File: src/rtl/instruction_fetch_if.sv
// Fetch-stage bus bundle: instruction memory req/ack, decode valid/ready, and
// the branch redirect coming back from decode.
interface instruction_fetch_if;
    logic        imem_req;
    logic [63:0] imem_addr;
    logic        imem_ack;
    logic [31:0] imem_rdata;
    logic [31:0] Instruction;
    logic [63:0] Address;
    logic        instr_valid;
    logic        decode_ready;
    logic        PCSrc;
    logic [63:0] BranchAddress;

    modport master (
        output imem_req, imem_addr, Instruction, Address, instr_valid,
        input  imem_ack, imem_rdata, decode_ready, PCSrc, BranchAddress
    );

    modport slave (
        input  imem_req, imem_addr, Instruction, Address, instr_valid,
        output imem_ack, imem_rdata, decode_ready, PCSrc, BranchAddress
    );
endinterface

File: src/rtl/instruction_fetch.sv
// Pipeline front end: owns the PC, fetches one word at a time from instruction
// memory and hands it to decode, redirecting on branch resolution.
//
// state | meaning
// IDLE  | out of reset, first request issued next edge
// FETCH | request outstanding at imem_addr (== pc)
// HOLD  | instruction presented to decode, waiting for ready
// KILL  | redirected while a request was outstanding; drain and drop its data
module instruction_fetch #(
    parameter logic [63:0] RESET_PC = 64'h0,
    parameter int unsigned PC_STEP  = 4
) (
    input  logic                         clk,
    input  logic                         reset_n,
    instruction_fetch_if.master          bus
);

    typedef enum logic [1:0] {IDLE, FETCH, HOLD, KILL} state_t;

    state_t      state;
    logic [63:0] pc;

    always_ff @(posedge clk or negedge reset_n) begin
        if (!reset_n) begin
            state           <= IDLE;
            pc              <= RESET_PC;
            bus.imem_req    <= 1'b0;
            bus.imem_addr   <= 64'h0;
            bus.Instruction <= 32'h0;
            bus.Address     <= 64'h0;
            bus.instr_valid <= 1'b0;
        end else begin
            case (state)
                IDLE: begin
                    state        <= FETCH;
                    bus.imem_req <= 1'b1;
                    if (bus.PCSrc) begin
                        pc            <= bus.BranchAddress;
                        bus.imem_addr <= bus.BranchAddress;
                    end else begin
                        bus.imem_addr <= pc;
                    end
                end
                FETCH: begin
                    if (bus.imem_ack) begin
                        if (bus.PCSrc) begin
                            // Wrong-path data: re-issue at the target without dropping req.
                            pc            <= bus.BranchAddress;
                            bus.imem_addr <= bus.BranchAddress;
                        end else begin
                            bus.Instruction <= bus.imem_rdata;
                            bus.Address     <= pc;
                            bus.instr_valid <= 1'b1;
                            pc              <= pc + 64'(PC_STEP);
                            bus.imem_req    <= 1'b0;
                            state           <= HOLD;
                        end
                    end else if (bus.PCSrc) begin
                        // Memory must see a stable request until it acks.
                        pc    <= bus.BranchAddress;
                        state <= KILL;
                    end
                end
                HOLD: begin
                    if (bus.PCSrc) begin
                        pc              <= bus.BranchAddress;
                        bus.instr_valid <= 1'b0;
                        bus.imem_req    <= 1'b1;
                        bus.imem_addr   <= bus.BranchAddress;
                        state           <= FETCH;
                    end else if (bus.decode_ready) begin
                        bus.instr_valid <= 1'b0;
                        bus.imem_req    <= 1'b1;
                        bus.imem_addr   <= pc;
                        state           <= FETCH;
                    end
                end
                KILL: begin
                    if (bus.imem_ack) begin
                        state <= FETCH;
                        if (bus.PCSrc) begin
                            pc            <= bus.BranchAddress;
                            bus.imem_addr <= bus.BranchAddress;
                        end else begin
                            bus.imem_addr <= pc;
                        end
                    end else if (bus.PCSrc) begin
                        pc <= bus.BranchAddress;
                    end
                end
                default: state <= IDLE;
            endcase
        end
    end

endmodule

File: src/flat_wrapper.sv
// flat-port wrapper written by rule: the top's interface ports become plain ports
module instruction_fetch_flat 
#(
    parameter logic [63:0] RESET_PC = 64'h0,
    parameter int unsigned PC_STEP  = 4
)
  (clk, reset_n, bus_imem_req, bus_imem_addr, bus_Instruction, bus_Address, bus_instr_valid, bus_imem_ack, bus_imem_rdata, bus_decode_ready, bus_PCSrc, bus_BranchAddress);
  instruction_fetch_if bus_i ();
  input  logic clk;
  input  logic reset_n;
  output wire logic [$bits(bus_i.imem_req)-1:0] bus_imem_req;
  output wire logic [$bits(bus_i.imem_addr)-1:0] bus_imem_addr;
  output wire logic [$bits(bus_i.Instruction)-1:0] bus_Instruction;
  output wire logic [$bits(bus_i.Address)-1:0] bus_Address;
  output wire logic [$bits(bus_i.instr_valid)-1:0] bus_instr_valid;
  input wire logic [$bits(bus_i.imem_ack)-1:0] bus_imem_ack;
  input wire logic [$bits(bus_i.imem_rdata)-1:0] bus_imem_rdata;
  input wire logic [$bits(bus_i.decode_ready)-1:0] bus_decode_ready;
  input wire logic [$bits(bus_i.PCSrc)-1:0] bus_PCSrc;
  input wire logic [$bits(bus_i.BranchAddress)-1:0] bus_BranchAddress;
  assign bus_imem_req = bus_i.imem_req;
  assign bus_imem_addr = bus_i.imem_addr;
  assign bus_Instruction = bus_i.Instruction;
  assign bus_Address = bus_i.Address;
  assign bus_instr_valid = bus_i.instr_valid;
  assign bus_i.imem_ack = bus_imem_ack;
  assign bus_i.imem_rdata = bus_imem_rdata;
  assign bus_i.decode_ready = bus_decode_ready;
  assign bus_i.PCSrc = bus_PCSrc;
  assign bus_i.BranchAddress = bus_BranchAddress;
  instruction_fetch #(.RESET_PC(RESET_PC), .PC_STEP(PC_STEP)) u_core (.clk(clk), .reset_n(reset_n), .bus(bus_i));
endmodule
File: config.mk
export PLATFORM = sky130hd
export DESIGN_NAME = instruction_fetch_flat
export DESIGN_NICKNAME = d
export VERILOG_FILES = /design/src/rtl/instruction_fetch_if.sv /design/src/rtl/instruction_fetch.sv /design/src/flat_wrapper.sv
export SDC_FILE = /design/constraint.sdc
export NUM_CORES = 1
export LEC_CHECK = 0
export BUFFER_PORTS_ARGS = -buffer_cell sky130_fd_sc_hd__buf_2
export CORE_ASPECT_RATIO = 0.5
export CORE_MARGIN = 4
export CORE_UTILIZATION = 30
export DETAILED_ROUTE_END_ITERATION = 7
export HOLD_SLACK_MARGIN = 0.08
export PLACE_DENSITY = 0.51
export SLEW_MARGIN = 15
export SYNTH_ARGS = -nofsm -noshare
export SYNTH_HDL_FRONTEND = slang
export SYNTH_SLANG_ARGS = --single-unit
File: constraint.sdc
create_clock -name clk -period 6.8 [get_ports clk]
set_input_delay 0.68 -clock clk [delete_from_list [all_inputs] [get_ports clk]]
set_output_delay 0.68 -clock clk [all_outputs]
set_load 0.1 [all_outputs]
# Yosys cells after proc, flatten, opt, wreduce, memory -nomap -nowiden
# Index checks and enable logic that the tools add are counted.
# Widths: inputs -> output; s select.
totals:
  ff_bits: 228
  out_inout_bits: 162
  wordCells: 55
classes:
  n_addsub: 1
  n_eq_ne: 10
  n_mux: 27
  bitwise: 1
  reduce_logical: 9
ops:
  columns: ["op", "count"]
  rows:
  - ["$mux 64", 8]
  - ["$pmux 64 s4", 1]
  - ["$pmux 64 s2", 1]
  - ["$add 64x3->64 const B", 1]
  - ["$reduce_and 4->1", 4]
  - ["$mux 2", 6]
  - ["$ne 3x3->1 const B", 3]
  - ["$mux 1", 8]
  - ["$ne 2x2->1 const B", 4]
  - ["$pmux 2 s4", 1]
  - ["$eq 2x2->1 const B", 2]
  - ["$pmux 1 s3", 1]
  - ["$reduce_and 3->1", 1]
  - ["$reduce_bool 3->1", 1]
  - ["$reduce_or 3->1", 1]
  - ["$eq 2x1->1 const B", 1]
  - ["$logic_not 2->1", 1]
  - ["$pmux 1 s2", 1]
  - ["$reduce_bool 2->1", 1]
  - ["$not 1->1", 1]

# Logic depth before layout (Yosys ltp)
logic_depth:
  depth_word: 4
  ltp_mapped: 8
  ltp_nobuf: 6

# Worst setup path before layout
# No wires, ideal clock.
synth_timing:
  path_kind: "input port to flip-flop"
  from: "in bus_PCSrc"
  to: "reg u_core.pc[51]"
  setup_ns: 0.133
  arrival_time_ns: 2.388
  slack_ns: 4.279
  path_stages: 8
  n_path_buf: 3
  cell_sequence: "clkbuf_1 -> nand4bb_1 -> clkbuf_1 -> or3_1 -> clkbuf_1 -> nor4_4 -> nand4_1 -> mux2i_1"
synth_between:
  elab_chain_len: 3
synth_rtl:
  columns: ["item", "line", "rtl"]
  rows:
  - ["from (decl)", "flat_wrapper.sv:19", "input wire logic [$bits(bus_i.PCSrc)-1:0] bus_PCSrc;"]
  - ["$mux 64, on equally long branches", null, null]
  - ["$mux 64", "instruction_fetch.sv:45", "if (bus.imem_ack) begin"]
  - ["$pmux 64 s2 (*)", "instruction_fetch.sv:33", "case (state)"]
  - ["to (signal assigned)", "instruction_fetch.sv:38", "pc <= bus.BranchAddress;"]
  - ["to (signal assigned)", "instruction_fetch.sv:48", "pc <= bus.BranchAddress;"]
  - ["to (signal assigned)", "instruction_fetch.sv:54", "pc <= pc + 64'(PC_STEP);"]
  - ["to (decl)", "instruction_fetch.sv:21", "logic [63:0] pc;"]
# Every way passes the cells marked *; elsewhere a longest branch is shown, timed or not.
# A chain may end at the register's enable or synchronous reset.

# Worst setup path after layout
layout_timing:
  from: "reg u_core.state[0]"
  to: "reg u_core.bus.imem_addr[50]"
layout_between:
  elab_chain_len: 3
layout_rtl:
  columns: ["item", "line", "rtl"]
  rows:
  - ["from (decl)", "instruction_fetch.sv:20", "state_t state;"]
  - ["from (signal assigned)", "instruction_fetch.sv:25", "state <= IDLE;"]
  - ["from (signal assigned)", "instruction_fetch.sv:35", "state <= FETCH;"]
  - ["from (signal assigned)", "instruction_fetch.sv:56", "state <= HOLD;"]
  - ["$eq 2x2->1 or $eq 2x1->1 (tied branches)", "instruction_fetch.sv:33", null]
  - ["$ne 3x3->1 (no line) or $ne 2x2->1 (tied branches)", null, null]
  - ["$reduce_and 4->1 (no line)", null, null]
  - ["to (signal assigned)", "instruction_fetch.sv:39", "bus.imem_addr <= bus.BranchAddress;"]
  - ["to (signal assigned)", "instruction_fetch.sv:41", "bus.imem_addr <= pc;"]
  - ["to (signal assigned)", "instruction_fetch.sv:49", "bus.imem_addr <= bus.BranchAddress;"]
  - ["to (decl)", "instruction_fetch_if.sv:16", "output imem_req, imem_addr, Instruction, Address, instr_valid,"]
# Parallel ways exist; a longest one is shown, timed or not.

==> results.env <==
DIE_X_UM=271
DRT-WIRELENGTH-PER-CELL_UM=17.8
DIE-AREA_UM2=37700
TRITONCTS='built'
MULTI_INPUT_COMBINATIONAL_CELL_AREA_UM2=4430
RUN_STATUS='completed'
IOS=263
FINALMAXSLEWVIOLATIONS=0
CRITICAL-PATH-TOP-DELAY-FAMILY='simple AND/OR/NAND/NOR gates'
ROWS=47
YS_TOP_CELLS_BY_COUNT='228 x dfrtp_1, 195 x nand2_1, 146 x mux2i_1, 86 x nor2_1, 79 x a21oi_1'
TIMING.FINAL.SETUP_VIOLATIONS=0
YOSYS_REGISTER_BITS=228
CTS.SINK_COUNT=228
GRT_USAGE_PCT=15.6
CRITICAL_PATH_CLASS='flop to flop'
POST_SYNTH.CELL_AREA_AVG_UM2=10.4
TIMING.MAX_CAP.VIOLATIONS=0
COREAREA_UM2=33500
CTS.PATH.MAX_BUFFERS=3
MAIN_AREA_CONTRIBUTORS_AFTER_SYNTHESIS='dfrtp_1 55%, mux2i_1 14%, nand2_1 7.1%, mux2_2 4.8%, a21oi_1 3.8%'
EDFF_COUNT_SYNTH=0
HTREEDEPTH=1
FF_LATCH_AREA_UM2=5710
PEAKVDDDROP_uV=217
DR_TOTAL_VIAS=8115
AREA_OVERHEAD_OF_THE_LAYOUT_RELATIVE_TO_SYNTHESIS_PCT=24.8
CRITPATHMAXSTAGEDELAY_NS=0.82
YS_SEQ_AREA_SHARE_PCT=55.1
WORST_SLEW_MARGIN_REL_PCT=28.6
WORST_MARGIN_SLEW_NS=1.07
GRT_START_MAX_NET_PINS=190
PLACE.GP.CONGESTION=0.761
SETUP_REPAIR_AFTER_GLOBAL_ROUTING_MISSED_ITS_MARGIN='false'
AVGVIACOUNTPERCELL=4.81
FINALCRITPERIODSHARE_PCT=41.2
POST_CTS.REPAIR.SETUP_BUFFERS=0
CLK-INSERTION-DELAY-LATE_NS=0.53
DRC_ERRORS=0
NUMBER_OF_UNIQUE_STANDARD_CELL_TYPES_USED_BY_SYNTHESIS=41
DPL_WIRE_LENGTH_UM=21200
INITIAL_CORE_UTIL_PCT=30.9
POST-SYNTH-TOP-COUNT-CELL='dfrtp_1'
CRIT_PATH_MAX_FANOUT=38
POSTSYNTHNETCOUNT=1096
FMAX_GHz=0.357
SKEW_NS=0.0183
GRT_PASS1_WL_UM=47900
HOLD_VIOLATIONS=0
DRT_FIRST_PASS_ITERS=5
LAYOUT_MIN_CYCLE_TIME_NS=2.80
ANTENNA_DIODE_COUNT=0
FINAL_LAYOUT_FILL_CELL_COUNT=3367
CRIT_SLOWEST_CELL='nor2_4'
DPL-INSTANCE-AREA_UM2=12100
POST_SYNTH_DESIGN_CELL_AREA_UM2=10400
SYNTHARSTFLOPSHARE_PCT=100
SYNTH_TOP_AREA_SHARE_PCT=55.1
TIMING.CRITICAL_PATH.BUF_INV=1
YOSYS_WARNINGS=0
DETAIL-ROUTE-ANTENNA-NETS=0
TIMING.HOLD.WORST.CLASS='primary input to flop'
GRT_PASS1_VIAS=8268
FP.DIEH_UM=139
P_LEAK_nW=6.14
TIMING.SETUP.TNS_NS=0
FINALNONFILLERCELLS=1688
LAYOUT.NETS=1331
WORST_SETUP_PATH_END_KIND='flop'
CRIT_PATH_CELL_TRACE='nor2b_1, nor2_4, buf_4, mux2i_1, a21oi_1'
PORT_BUFFERS=262
FIN_TOTAL_PWR_mW=5.92
DRT_FIRST_ITER_VIOLATIONS=437
CLK_PIN_SLEW_WORST_PATHS_NS=0.07
CRIT_REQUIRED_NS=7.16
YOSYS_TOP_CELL_BY_AREA='dfrtp_1'
TRITONCTS.NUM_BUFFERS=24
DPL.CELL_COUNT=1643
WL_UM=30100
CRITICAL_PATH_ARRIVAL_NS=3.16
POWER-PER-CELL-AREA_nW_PER_UM2=458
DRIVE_ABOVE_1_SHARE_PCT=29.4
INITIAL_ANTENNA_VIOLATION_COUNT=2
OVERFLOW=0
SYNTHESIS.INSTANCES=994
SETUP.WORST_PATH.START_CLASS='flop'
CLOCK-ROOT-BUFFER='clkbuf_16'
SYNTH_TOP_FLOP_CELL='dfrtp_1'
FINAL_AREA_UM2=12900
cell usage in the layout (no fill, tap or decap), types with 4 or more instances in the layout:
cell type,instances
o21ai_0,13
nor3_1,12
nand4_1,20
and4_1,6
a31oi_1,10
buf_2,260
nand2_1,195
clkinv_2,6
clkbuf_16,25
nor2b_1,8
mux2i_1,146
and3_1,5
a211oi_1,4
clkbuf_8,8
nand3_1,28
or4_1,4
a21oi_1,78
nor4_1,9
inv_1,7
dfrtp_1,228
buf_4,7
mux2_2,44
nor2_1,84
cell type report:
cell class	count	share of cell area [%]
clock inverters	8	0.523
inverters	7	0.203
well taps	441	4.27
repair buffers	270	10.8
clock buffers	36	5.78
multi-input cells	698	34.3
flip-flops and latches	228	44.1
worst paths after layout:
kind                            slack (ns)  depth (start not counted)                                endpoint                                from
max in group asynchronous             4.86                          3      u_core.bus.Address[14]$_DFFE_PN0P_                             reset_n
worst min register to register        0.47                          2      u_core.bus.Address[56]$_DFFE_PN0P_  u_core.bus.Address[56]$_DFFE_PN0P_
min in group asynchronous             0.63                          2  u_core.bus.Instruction[31]$_DFFE_PN0P_                             reset_n
worst min-delay path                  0.38                          3                 u_core.pc[10]$_DFF_PN0_               bus_BranchAddress[10]
worst max register to register        4.00                          5    u_core.bus.imem_addr[50]$_DFFE_PN0P_         u_core.state[0]$_DFFE_PN0P_
worst max-delay path                  4.00                          5    u_core.bus.imem_addr[50]$_DFFE_PN0P_         u_core.state[0]$_DFFE_PN0P_
sequential cells by signal, summed over array words and instances, names as in the netlist:
name / flops
u_core.bus.Address: 64
u_core.bus.Instruction: 32
u_core.bus.imem_addr: 64
u_core.bus.imem_req: 1
u_core.bus.instr_valid: 1
u_core.pc: 64
u_core.state: 2
report_power, final:
part | total [mW] | leakage (nW) | internal, mW | switching [mW]
Clock | 1.35 | 0.407 | 0.796 | 0.553
Sequential | 1.86 | 2.68 | 1.65 | 0.211
Combinational | 2.72 | 3.05 | 0.406 | 2.31
Total | 5.92 | 6.14 | 2.85 | 3.07
worst reg2reg max path, cell delays in order, from the launching register on:
cell	delay [ns]
dfrtp_1	0.45
nor2b_1	0.23
nor2_4	0.82
buf_4	0.75
mux2i_1	0.30
a21oi_1	0.09
layer usage:
| metal | wire (um) | share of wire [%] | track usage (%) |
|---|---|---|---|
| met5 | 14 | 0.047 | 0 |
| met4 | 375 | 1.2 | 2.58 |
| met3 | 1560 | 5.2 | 3.77 |
| met2 | 15500 | 51 | 28.0 |
| met1 | 12700 | 42 | 19.4 |
logic make-up (layout without fill, tap and decap cells):
family / Yosys count / after routing / share of synthesized area (%)
AND/OR/NAND/NOR: 389 / 389 / 17.0
flip-flops: 228 / 228 / 55.1
multiplexers: 190 / 190 / 18.9
AO/OA/AOI/OAI: 113 / 113 / 5.90
buffers and inverters: 68 / 321 / 2.56
XOR/XNOR: 5 / 5 / 0.423
adder cells (fa/ha/maj): 1 / 1 / 0.121
repair_timing:
item,in CTS,in global routing
hold endpoints to repair,39,0
gates resized for setup,0,0
hold buffers,1,0
per-stage QoR:
| step | hold WS [ns] | setup slack [ns] | utilization, % |
|---|---|---|---|
| after floorplan | 0.384 | 4.28 | - |
| after global placement | 0.458 | 3.50 | 36.1 |
| after detailed placement | 0.459 | 3.52 | 36.1 |
| after CTS | 0.354 | 3.95 | 38.6 |
| after global routing | 0.367 | 3.82 | 38.6 |
| final | 0.380 | 4.00 | 38.6 |
Power figures use the tool's default switching activity.
